===== src/rtl/instruction_fetch_pkg.sv =====
// Shared types and constants for the instruction fetch stage.
package fetch_pkg;
    typedef enum logic [1:0] {
        IDLE = 2'd0,
        WAIT = 2'd1,
        DROP = 2'd2
    } fetch_state_t;

    localparam int unsigned INSTR_BYTES = 4;
    localparam int unsigned PC_RESET    = 0;
endpackage


===== src/rtl/instruction_fetch_if.sv =====
// Instruction-memory request/response bus between fetch (master) and memory (slave).
interface instruction_fetch_if #(
    parameter int ADDR_W = 32,
    parameter int DATA_W = 32
);
    logic              req;
    logic [ADDR_W-1:0] addr;
    logic              gnt;
    logic              rvalid;
    logic [DATA_W-1:0] rdata;

    modport master (output req, output addr, input gnt, input rvalid, input rdata);
    modport slave  (input req, input addr, output gnt, output rvalid, output rdata);
endinterface


===== src/rtl/instruction_fetch_fifo.sv =====
// Synchronous FIFO of {pc, instr} entries; head reads as zero while empty.
module fetch_fifo #(
    parameter  int DEPTH = 2,
    parameter  int WIDTH = 64,
    localparam int PTR_W = $clog2(DEPTH),
    localparam int CNT_W = PTR_W + 1
) (
    input  logic             clk,
    input  logic             reset_n,
    input  logic             push,
    input  logic [WIDTH-1:0] push_data,
    input  logic             pop,
    input  logic             clear,
    output logic [CNT_W-1:0] count,
    output logic [WIDTH-1:0] head
);
    logic [WIDTH-1:0] mem_reg [DEPTH];
    logic [PTR_W-1:0] wr_ptr_reg;
    logic [PTR_W-1:0] rd_ptr_reg;
    logic [CNT_W-1:0] count_reg;
    logic             do_pop;
    logic             do_push;

    assign do_pop  = pop && (count_reg != '0);
    // A pop in the same cycle frees the slot a push into a full FIFO needs.
    assign do_push = push && ((count_reg < CNT_W'(DEPTH)) || do_pop);

    always_ff @(posedge clk) begin
        if (do_push && !clear) begin
            mem_reg[wr_ptr_reg] <= push_data;
        end
    end

    always_ff @(posedge clk) begin
        if (!reset_n || clear) begin
            wr_ptr_reg <= '0;
            rd_ptr_reg <= '0;
            count_reg  <= '0;
        end else begin
            if (do_push) wr_ptr_reg <= wr_ptr_reg + 1'b1;
            if (do_pop)  rd_ptr_reg <= rd_ptr_reg + 1'b1;
            count_reg <= count_reg + CNT_W'(do_push) - CNT_W'(do_pop);
        end
    end

    assign count = count_reg;
    assign head  = (count_reg != '0) ? mem_reg[rd_ptr_reg] : '0;
endmodule


===== src/rtl/instruction_fetch.sv =====
// Fetch stage: one outstanding imem request, buffered {pc, instr} toward decode.
// Optional alignment check enabled by defining IF_MISALIGN_CHECK_EN.
module instruction_fetch
    import fetch_pkg::*;
#(
    parameter int ADDR_W     = 32,
    parameter int DATA_W     = 32,
    parameter int FIFO_DEPTH = 2
) (
    input  logic                 clk,
    input  logic                 reset_n,
    input  logic [ADDR_W-1:0]    pc,
    output logic [ADDR_W-1:0]    next_pc,
    output logic                 pc_en,
    input  logic                 flush,
    instruction_fetch_if.master  imem,
    output logic                 if_valid,
    output logic [DATA_W-1:0]    if_instr,
    output logic [ADDR_W-1:0]    if_pc,
    input  logic                 id_ready
`ifdef IF_MISALIGN_CHECK_EN
    ,
    output logic                 if_misalign
`endif
);
    localparam int CNT_W = $clog2(FIFO_DEPTH) + 1;

    fetch_state_t             state_reg;
    logic [ADDR_W-1:0]        req_pc_reg;
    logic [CNT_W-1:0]         fifo_count;
    logic [ADDR_W+DATA_W-1:0] fifo_head;
    logic [CNT_W:0]           occupancy;
    logic                     space;
    logic                     pop;
    logic                     push;
    logic                     accept;
    logic                     aligned;

`ifdef IF_MISALIGN_CHECK_EN
    logic misalign_reg;

    assign aligned     = (pc[1:0] == 2'b00);
    assign if_misalign = misalign_reg;

    always_ff @(posedge clk) begin
        if (!reset_n || flush) begin
            misalign_reg <= 1'b0;
        end else if (state_reg == IDLE && !aligned) begin
            misalign_reg <= 1'b1;
        end
    end
`else
    assign aligned = 1'b1;
`endif

    assign pop       = if_valid && id_ready;
    // An in-flight fetch reserves a FIFO slot before its data returns.
    assign occupancy = (CNT_W+1)'(fifo_count) + (CNT_W+1)'(state_reg != IDLE) - (CNT_W+1)'(pop);
    assign space     = occupancy < (CNT_W+1)'(FIFO_DEPTH);

    assign imem.req  = reset_n && (state_reg == IDLE) && space && !flush && aligned;
    assign imem.addr = pc;
    assign accept    = imem.req && imem.gnt;
    assign pc_en     = reset_n && (accept || flush);
    assign next_pc   = pc + ADDR_W'(INSTR_BYTES);

    assign push      = (state_reg == WAIT) && imem.rvalid && !flush;

    always_ff @(posedge clk) begin
        if (!reset_n) begin
            state_reg  <= IDLE;
            req_pc_reg <= ADDR_W'(PC_RESET);
        end else begin
            case (state_reg)
                IDLE: begin
                    if (accept) begin
                        state_reg  <= WAIT;
                        req_pc_reg <= pc;
                    end
                end
                WAIT: begin
                    if (imem.rvalid)  state_reg <= IDLE;
                    else if (flush)   state_reg <= DROP;
                end
                DROP: begin
                    if (imem.rvalid)  state_reg <= IDLE;
                end
                default: state_reg <= IDLE;
            endcase
        end
    end

    fetch_fifo #(
        .DEPTH (FIFO_DEPTH),
        .WIDTH (ADDR_W + DATA_W)
    ) u_fifo (
        .clk       (clk),
        .reset_n   (reset_n),
        .push      (push),
        .push_data ({req_pc_reg, imem.rdata}),
        .pop       (pop),
        .clear     (flush),
        .count     (fifo_count),
        .head      (fifo_head)
    );

    assign if_valid = (fifo_count != '0);
    assign if_pc    = fifo_head[ADDR_W+DATA_W-1:DATA_W];
    assign if_instr = fifo_head[DATA_W-1:0];
endmodule


===== src/flat_wrapper.sv =====
// flat-port wrapper written by rule: the top's interface ports become plain ports
module instruction_fetch_flat import fetch_pkg::*;
#(
    parameter int ADDR_W     = 32,
    parameter int DATA_W     = 32,
    parameter int FIFO_DEPTH = 2
)
  (clk, reset_n, pc, next_pc, pc_en, flush, if_valid, if_instr, if_pc, id_ready, imem_req, imem_addr, imem_gnt, imem_rvalid, imem_rdata);
  instruction_fetch_if #(.ADDR_W(ADDR_W), .DATA_W(DATA_W)) imem_i ();
  input  logic clk;
  input  logic reset_n;
  input  logic [ADDR_W-1:0] pc;
  output logic [ADDR_W-1:0] next_pc;
  output logic pc_en;
  input  logic flush;
  output logic if_valid;
  output logic [DATA_W-1:0] if_instr;
  output logic [ADDR_W-1:0] if_pc;
  input  logic id_ready;
  output wire logic [$bits(imem_i.req)-1:0] imem_req;
  output wire logic [$bits(imem_i.addr)-1:0] imem_addr;
  input wire logic [$bits(imem_i.gnt)-1:0] imem_gnt;
  input wire logic [$bits(imem_i.rvalid)-1:0] imem_rvalid;
  input wire logic [$bits(imem_i.rdata)-1:0] imem_rdata;
  assign imem_req = imem_i.req;
  assign imem_addr = imem_i.addr;
  assign imem_i.gnt = imem_gnt;
  assign imem_i.rvalid = imem_rvalid;
  assign imem_i.rdata = imem_rdata;
  instruction_fetch #(.ADDR_W(ADDR_W), .DATA_W(DATA_W), .FIFO_DEPTH(FIFO_DEPTH)) u_core (.clk(clk), .reset_n(reset_n), .pc(pc), .next_pc(next_pc), .pc_en(pc_en), .flush(flush), .imem(imem_i), .if_valid(if_valid), .if_instr(if_instr), .if_pc(if_pc), .id_ready(id_ready));
endmodule

===== config.mk =====
export PLATFORM = sky130hd
export DESIGN_NAME = instruction_fetch_flat
export DESIGN_NICKNAME = d
export VERILOG_FILES = /design/src/rtl/instruction_fetch_pkg.sv /design/src/rtl/instruction_fetch_if.sv /design/src/rtl/instruction_fetch_fifo.sv /design/src/rtl/instruction_fetch.sv /design/src/flat_wrapper.sv
export SDC_FILE = /design/constraint.sdc
export NUM_CORES = 1
export LEC_CHECK = 0
export ABC_AREA = 0
export ABC_CLOCK_PERIOD_IN_PS = 6550
export CORE_AREA = 2 2 133 232
export DETAILED_ROUTE_END_ITERATION = 16
export DIE_AREA = 0 0 135 234
export SLEW_MARGIN = 30
export SYNTH_ARGS = -nofsm -noshare
export SYNTH_HDL_FRONTEND = slang
export SYNTH_HIERARCHICAL = 1
export SYNTH_SLANG_ARGS = --single-unit
export TNS_END_PERCENT = 5

===== constraint.sdc =====
create_clock -name clk -period 6.55 [get_ports clk]
set_input_delay 1.31 -clock clk [delete_from_list [all_inputs] [get_ports clk]]
set_output_delay 1.31 -clock clk [all_outputs]
set_load 0.01 [all_outputs]

# Word-level counts from Yosys, hierarchy flattened
# Memories as Yosys holds them, arrays and structs flattened. A register that Yosys moved wholly into a read port is not among the register bits.
# Index checks and enable logic that the tools add are counted.
# word_totals
ff_bits	38
mem_bits_rw	128
word_cells	51
mem_count	1
# classes
addsub	7
magnitude_cmp	2
eq_ne	5
muxes	10
reduce_logical	21
# memory_table
name	depth	width	read_ports	rd_ports_with_merged_regs	wr	line	rtl
u_core.u_fifo.mem_reg	2	64	1	1	1	instruction_fetch_fifo.sv:17	logic [WIDTH-1:0] mem_reg [DEPTH];
# ops
operator	count
$mux W64	1
$add A32 B3 Y32 const B	1
$logic_and A1 B1 Y1	11
$mux W2	4
$pmux W2 S3	1
$mux W1	4
$reduce_bool A2 Y1	2
$add A2 B1 Y3	1
$logic_or A1 B1 Y1	3
$lt A3 B2 Y1 const B	1
$ne A3 B3 Y1 const B	1
$reduce_and A3 Y1	1
$sub A3 B1 Y3	1
$add A1 B1 Y1 const B	2
$add A2 B1 Y2	1
$eq A2 B1 Y1 const B	1
$eq A2 B2 Y1 const B	1
$logic_not A1 Y1	2
$logic_not A2 Y1	1
$lt A2 B2 Y1 const B	1
$ne A2 B1 Y1 const B	1
$ne A2 B2 Y1 const B	1
$reduce_and A2 Y1	1
$sub A2 B1 Y2	1

# Depth between registers and ports, before layout
# Gate-level depths: netlist of run 1.
# depth
word_depth	9
mapped_depth	11
ltp_nobuf	10

# Hierarchy
# The synthesis of run 1 kept the hierarchy.
# modules_own_cells
mod	n_inst	cells_per_inst	area_each_um2	seq_area_each_um2
fetch_fifo	1	297	5112.4	3943.8
instruction_fetch	1	244	2242.2	680.7

# Worst setup path before layout of run 1
# No wires, ideal clock.
# synth_timing
path_kind	input to register
startpoint	input flush
endpoint	memory u_core.u_fifo.mem_reg[0][0] (enable)
setup_ps	565
arrival_time_ps	6082
path_slack_ps	-97
stages	4
path_cell_list	nor2_1 -> and3_1 -> o21ai_4 -> nor3_1
# synth_via
elab_chain_cells	6
# synth_rtl
item	line	rtl
from (decl)	flat_wrapper.sv:15	input logic flush;
$logic_not A1 Y1	instruction_fetch.sv:67	assign push = (state_reg == WAIT) && imem.rvalid && !flush;
$logic_and A1 B1 Y1	instruction_fetch.sv:67	
via u_core.push	instruction_fetch.sv:35	logic push;
$logic_and A1 B1 Y1	instruction_fetch_fifo.sv:26	assign do_push = push && ((count_reg < CNT_W'(DEPTH)) || do_pop);
$logic_and A1 B1 Y1	instruction_fetch_fifo.sv:29	if (do_push && !clear) begin
$mux W1	instruction_fetch_fifo.sv:29	
$mux W1 (implied by the code)	instruction_fetch_fifo.sv:30	mem_reg[wr_ptr_reg] <= push_data;
to (decl)	instruction_fetch_fifo.sv:17	
# The timed path passes the listed nets, and every way through them passes these cells.

# Worst setup path after layout of run 1
# layout_timing
startpoint	input id_ready
endpoint	output pc_en
# layout_via
elab_chain_cells	8
# layout_rtl
item	line	rtl
from (decl)	flat_wrapper.sv:19	input logic id_ready;
$logic_and A1 B1 Y1	instruction_fetch.sv:56	assign pop = if_valid && id_ready;
via u_core.pop	instruction_fetch.sv:34	logic pop;
$sub A3 B1 Y3	instruction_fetch.sv:58	assign occupancy = (CNT_W+1)'(fifo_count) + (CNT_W+1)'(state_reg != IDLE) - (CNT_W+1)'(pop);
$lt A3 B2 Y1	instruction_fetch.sv:59	assign space = occupancy < (CNT_W+1)'(FIFO_DEPTH);
$logic_and A1 B1 Y1 (2 in a row)	instruction_fetch.sv:61	assign imem.req = reset_n && (state_reg == IDLE) && space && !flush && aligned;
$logic_and A1 B1 Y1	instruction_fetch.sv:63	assign accept = imem.req && imem.gnt;
$logic_or A1 B1 Y1	instruction_fetch.sv:64	assign pc_en = reset_n && (accept || flush);
$logic_and A1 B1 Y1	instruction_fetch.sv:64	
to (decl)	flat_wrapper.sv:14	output logic pc_en;
# The timed path passes the listed nets, and every way through them passes these cells.

==> summary.txt, run 1 <==
Finish
  • Final nets: a little under 800
  • Layout cells sized above 1: 0.0665
  • Number of diodes: 0
  • Fill count: 2986
  • Area Growth Syn to Fin: 36.9%
  • Number of flip-flops under the largest register name: 128
  • Final core utilization: 0.337

STA
  • Final-report setup violation count: 0
  • Setup Skew: 7.42 ps
  • Final-report hold violation count: 0
  • Final period utilization: 0.808
  • Worst Tran Pin Value: 835 ps
  • Final Critical Period: 5290 ps
  • RSZ-0062 raised after global routing: no
  • Max Fclk: roughly 190 MHz
  • Pins Over Slew Limit: 0
  • Rel. slew slack: 0.439
  • Final WS setup: 1260 ps

Drt
  • Drc violations: 0
  • Routed Antenna Nets: 0
  • Drt initial violations: 160
  • DR WL/cell: about 16 µm
  • WL final: 18100 µm
  • Via density: about 4.1
  • Vias: 4570
  • Length of the first detailed-routing pass in iterations: 4

Floorplanning
  • Starting Density: 0.246
  • I/O pin cnt: 201
  • Floorplan row count: 84
  • Die area: 31600 µm²
  • Core area: 29800 µm²
  • Die H: 234 µm
  • Die width: 135 µm

GRT
  • Initial antenna violation count: 0
  • Vias in the first global route: about 4.5k
  • Largest net degree at the start of global routing: 65
  • First-pass GRT wire length: 26500 µm
  • Tot GR Track Use: 0.115
  • GR Overflow Total: 0

Critical path
  • Crit path max-delay cell type: clkdlybuf4s50_1
  • CP startpoint kind: input pin
  • Worst EP arrival: around 4000 ps
  • CP max stage delay: 560 ps
  • Cell mode on critical path: clkdlybuf4s50_1
  • Critical path class: in -> out
  • CP Cell Sequence: clkdlybuf4s50_1 > and2_1 > ha_1 > nand2b_1 > fa_1 > nand3b_1 > nand4bb_4 > a21boi_0 > clkdlybuf4s50_1
  • Worst path required time: 5240 ps
  • Delay-heaviest family, CP: buffers and inverters
  • Setup crit end kind: output pin
  • Buf/Inv on CP: 2
  • CP Max Fanout: 3

Power
  • VDD IR-drop max: 0.196 mV
  • Sw frac: 0.206
  • Share of power burned in registers: 0.494
  • P_leak: 3.47 nW
  • Total chip power: 2.32 mW
  • Part of the power in the clock network: 0.433
  • Gate power share: 0.073
  • Pint: 1.85 mW
  • Pwr Density: about 230 nW/µm²
  • Sw power: 0.478 mW

Yosys
  • Mapped Area: 7350 µm²
  • Largest area contributor in the netlist: edfxtp_1
  • Register area share after synthesis: 0.629
  • Post-Syn Nets: 616
  • Synth cell types: 40
  • Synth area leaders: edfxtp_1 (52%), mux2i_1 (13%), dfxtp_1 (11%)
  • Seq cells post-synth: 167
  • Share of the synthesized area in the top cell type: 0.523
  • Ys Warns: 6
  • Avg Inst Size Synth: 13.6 µm²
  • Syn Inst Count: ~540

Placement
  • Worst slack at placement: 1280 ps
  • RePlAce Congestion: 0.818
  • Port-buffer cells: 200
  • HPWL Detailed: 12300 µm

Clock tree
  • CTS tree: done
  • Root buffer cell: clkbuf_16
  • Post-CTS Repair Setup Buffers: 0
  • Clk buf depth: 2
  • H-tree levels: 4
  • Hold Buf Count CTS: 0
  • Total CTS buffers: 17
  • Post-CTS resize count: 0
  • Clk slew on worst S/H paths: 60 ps
  • Clock Latency Late Sink: 440 ps
  • CTS Sinks: 167

Status
  • Status: finished clean

Job
  • Max-cap violation count: 0

Min path
  • Worst min-delay path class: reg -> reg
## layout by cell type (no fill, tap or decap), types with 2 or more instances in the layout
master / synthesis / routed
nor3_1: 6 / 4
clkbuf_8: 0 / 2
nor2_1: 76 / 76
ha_1: 4 / 4
clkbuf_16: 0 / 18
edfxtp_1: 128 / 128
nand2b_1: 2 / 2
nor2b_1: 32 / 32
nand3_1: 13 / 13
clkinvlp_4: 0 / 2
clkinv_4: 0 / 3
xnor2_1: 23 / 23
buf_4: 35 / 4
nor3_2: 0 / 2
and4_1: 2 / 2
nor4_1: 3 / 3
nand2_1: 8 / 8
mux2i_1: 97 / 97
dfxtp_1: 39 / 38
bufinv_16: 0 / 2
xor2_1: 9 / 9
and2_1: 4 / 4
inv_1: 8 / 8
nand4_1: 8 / 8
and3_1: 6 / 6
clkdlybuf4s50_1: 0 / 200
buf_6: 5 / 2
clkbuf_1: 4 / 3
## per-stage QoR
stage                     setup TNS [ps]  hold slack (ps)  area [µm²]  instances
after floorplan                   -12410              425        7350        541
after global placement                 0              431        9460       1077
after detailed placement               0              439        9460       1077
after CTS                              0              454       10100       1109
after global routing                   0              466       10100       1109
final                                  0              452       10100       1109
## layer usage
| metal | up-vias | global-route usage | wire length, µm |
|---|---|---|---|
| li1 | 2220 | - | - |
| met1 | 2212 | 0.120 | 6880 |
| met2 | 118 | 0.211 | 9890 |
| met3 | 20 | 0.0318 | 926 |
| met4 | 0 | 0.0534 | 410 |
| met5 | - | 0 | 0 |
## final cells by class
cell class              instances  area [µm²]  area share
clock buffers                  23         489      0.0486
clock inverters                 9         115      0.0114
inverters                       9        33.8     0.00336
multi-input cells             308        2260       0.225
flip-flops and latches        167        4630       0.460
well taps                     387         484      0.0481
repair buffers                206        2050       0.204
## power by group through the flow
stage	logic (mW)	clock network, mW	registers, mW
global route	0.181	1.08	1.15
finish	0.169	1.01	1.15
CTS	0.172	1.04	1.15
detailed placement	0.171	0	1.17
floorplan	0.0689	0	1.17
global placement	0.169	0	1.17
## final timing paths
| check | startpoint | end | slack [ps] | depth (start not counted) |
|---|---|---|---|---|
| max | id_ready | pc_en | 1260 | 9 |
| min | u_core/req_pc_reg[12]$_SDFFE_PN0P_ | u_core/u_fifo/mem_reg[0][44]$_DFFE_PP_ | 450 | 0 |
| max reg2reg | u_core/u_fifo/count[1]$_SDFF_PP0_ | u_core/state_reg[0]$_SDFFE_PN0P_ | 3370 | 10 |
| min reg2reg | u_core/req_pc_reg[12]$_SDFFE_PN0P_ | u_core/u_fifo/mem_reg[0][44]$_DFFE_PP_ | 450 | 0 |
## cells in the mapped netlist, drive strengths merged
master and count:
a21boi 1, and2 5, and3 6, and4 2, buf 52, clkbuf 5, dfxtp 39, edfxtp 128
fa 1, ha 4, inv 9, mux2 1, mux2i 97, nand2 8, nand2b 2, nand3 14
nand3b 1, nand4 9, nand4bb 1, nor2 77, nor2b 32, nor3 6, nor3b 1, nor4 4
o21ai 3, or2 1, xnor2 23, xor2 9
## worst reg2reg max path, stage by stage (launching register included)
cell and delay [ps]:
dfxtp_1 400, or2_2 320, and2_1 210, ha_1 310, nand2b_1 150, fa_1 380, xor2_1 220, nand4bb_4 170
buf_4 530, o21ai_0 190, and2_1 190
## kinds of logic (layout without fill, tap and decap cells)
group / after synthesis / in the layout / synth area share
flip-flops: 167 / 167 / 0.629
XOR/XNOR: 32 / 32 / 0.0381
multiplexers: 98 / 98 / 0.134
adder cells (fa/ha/maj): 5 / 5 / 0.00953
AND/OR/NAND/NOR: 169 / 169 / 0.118
buffers and inverters: 66 / 247 / 0.0670
AO/OA/AOI/OAI: 4 / 4 / 0.00459
Note: power is estimated with default switching activity, not from simulation.
==> inputs of run 2 (changes only) <==
--- a/config.mk
+++ b/config.mk
@@ -6,7 +6,7 @@
 export NUM_CORES = 1
 export LEC_CHECK = 0
 export ABC_AREA = 0
-export ABC_CLOCK_PERIOD_IN_PS = 6550
+export ABC_CLOCK_PERIOD_IN_PS = 5480
 export CORE_AREA = 2 2 133 232
 export DETAILED_ROUTE_END_ITERATION = 16
 export DIE_AREA = 0 0 135 234
==> constraint.sdc (replaced) <==
create_clock -name clk -period 5.48 [get_ports clk]
set_input_delay 1.096 -clock clk [delete_from_list [all_inputs] [get_ports clk]]
set_output_delay 1.096 -clock clk [all_outputs]
set_load 0.01 [all_outputs]
==> run 2 against run 1 <==
Compared with the run above:
- total power grew 19%
- largest power group unchanged
- critical endpoint unchanged
- critical path depth is the same
- flip-flop and latch count is the same
- cell count grew 0.63%
- clock power grew 17%
- clock skew is essentially flat
- combinational power grew 20%
- routed wire length grew 0.99%
- die area is the same
- core utilization grew 0.16 points
==> summary.txt, run 2 (synthesized netlist as in run 1, its figures left out) <==
Finish
  • Non-Filler Instances: about 1.1k
  • Layout cells sized above 1: 0.0769
  • Register area: 4630 µm²
  • Design Area, Final: 10100 µm²
  • Fill count: between 2k and 3k
  • Area Growth Syn to Fin: 37.6%
  • Commonest non-fill, non-tap cell in the layout: clkdlybuf4s50_1
  • Number of flip-flops under the largest register name: 128
  • Most used cells in the layout excluding fill and tap cells: clkdlybuf4s50_1 (200), edfxtp_1 (128), mux2i_1 (97), nor2_1 (76), dfxtp_1 (38)
  • Final nets: slightly below 800
  • Final core utilization: 0.339
  • Area of the multi-input gates: 2260 µm²

Critical path
  • CP max stage delay: 560 ps
  • Worst path required time: roughly 4400 ps
  • Cell mode on critical path: clkdlybuf4s50_1
  • Setup crit end kind: output pin
  • Worst EP arrival: 3790 ps
  • CP Max Fanout: 3
  • CP startpoint kind: input pin
  • Reg2reg start: u_core/u_fifo/count[1]$_SDFF_PP0_
  • CP Cell Sequence: clkdlybuf4s50_1 > and2_1 > ha_1 > nand2b_1 > fa_1 > nand3b_1 > nand4bb_4 > a21boi_0 > clkdlybuf4s50_1
  • Critical path class: in -> out
  • Setup crit start: id_ready
  • Crit path max-delay cell type: clkdlybuf4s50_1

Floorplanning
  • Floorplan row count: 84
  • I/O pin cnt: 201
  • Die H: 234 µm
  • Die area: 31600 µm²
  • Core area: 29800 µm²
  • Die width: about 140 µm
  • Starting Density: 0.246

Drt
  • WL final: 18300 µm
  • Length of the first detailed-routing pass in iterations: 4
  • Routed Antenna Nets: 0
  • Vias: 4638
  • Drt initial violations: 152
  • Drc violations: 0
  • DR WL/cell: between 15 and 20 µm
  • Via density: approximately 4.2

STA
  • RSZ-0062 raised after global routing: no
  • Setup Skew: 7.42 ps
  • Rel. slew slack: 0.376
  • Final-report hold violation count: 0
  • Final-report setup violation count: 0
  • Worst Tran Pin Value: 936 ps
  • Final period utilization: 0.891
  • Final WS setup: 598 ps
  • Pins Over Slew Limit: 0
  • Final Critical Period: 4880 ps
  • Max Fclk: roughly 200 MHz

GRT
  • Vias in the first global route: 4580
  • Tot GR Track Use: 0.117
  • Largest net degree at the start of global routing: 65
  • Initial antenna violation count: 0
  • First-pass GRT wire length: 27000 µm
  • GR Overflow Total: 0

Clock tree
  • Clock Latency Late Sink: 440 ps
  • Total CTS buffers: 17
  • CTS tree: done
  • H-tree levels: 4
  • Hold Buf Count CTS: 0
  • Clk slew on worst S/H paths: roughly 70 ps
  • Post-CTS resize count: 0
  • Post-CTS Repair Setup Buffers: 0
  • CTS Sinks: roughly 170
  • Root buffer cell: clkbuf_16
  • Clk buf depth: 2

Placement
  • Inst Count DP: 1081
  • Worst slack at placement: 625 ps
  • HPWL Detailed: 12600 µm
  • RePlAce Congestion: 0.766
  • DP Area: 9490 µm²
  • Port-buffer cells: 200

Power
  • Total chip power: approximately 2.8 mW
  • Pwr Density: about 270 nW/µm²
  • VDD IR-drop max: ~0.22 mV
  • P_leak: 3.50 nW

Min path
  • Hold Startpoint: u_core/req_pc_reg[28]$_SDFFE_PN0P_
  • Worst min-delay path class: reg -> reg

Status
  • Status: finished clean

Job
  • Max-cap violation count: 0
run 2: cell count changes in the layout (fill, tap and decap cells not counted), moves of 2 or more:
cell      before  now
buf_4          4   10
clkbuf_1       3    0
buf_12         0    2
buf_6          2    0
clkinv_2       1    3
inv_6          1    3
run 2: worst max-delay path, delay by kind of cell:
family / cells / cell delay (ps)
buffers and inverters: 2 / 1000
adders and majority gates: 2 / 760
and+or+nand+nor: 4 / 730
AOI/OAI and AO/OA: 1 / 190
run 2: power breakdown:
group          switching, mW  internal, mW  total [mW]
clock network          0.494         0.686        1.18
registers            0.00644          1.37        1.37
logic                 0.0861         0.117       0.203
run 2: stage by stage:
stage | hold WS [ps] | TNS [ps]
floorplan | 425 | -121970
global placement | 431 | 0
detailed placement | 441 | 0
CTS | 455 | 0
global route | 460 | 0
finish | 450 | 0
run 2: metal layers:
layer	up-vias	GRT usage	wire, µm
li1	2240	-	-
met1	2240	0.122	6790
met2	130	0.207	9780
met3	28	0.0342	1050
met4	0	0.0677	671
met5	-	0	0
run 2: cell type report:
class	instances	share of cell area
well taps	387	0.0479
repair buffers	212	0.209
diodes	1	0.000247
clock buffers	18	0.0434
clock inverters	14	0.0147
flip-flops and latches	167	0.457
inverters	9	0.00334
multi-input cells	308	0.224
run 2: final timing paths:
| kind | end | slack (ps) | cells past startpoint |
|---|---|---|---|
| worst max-delay path | pc_en | 600 | 9 |
| worst min-delay path | u_core/u_fifo/mem_reg[1][60]$_DFFE_PP_ | 450 | 0 |
| worst max register to register | u_core/state_reg[0]$_SDFFE_PN0P_ | 2270 | 10 |
| worst min register to register | u_core/u_fifo/mem_reg[1][60]$_DFFE_PP_ | 450 | 0 |
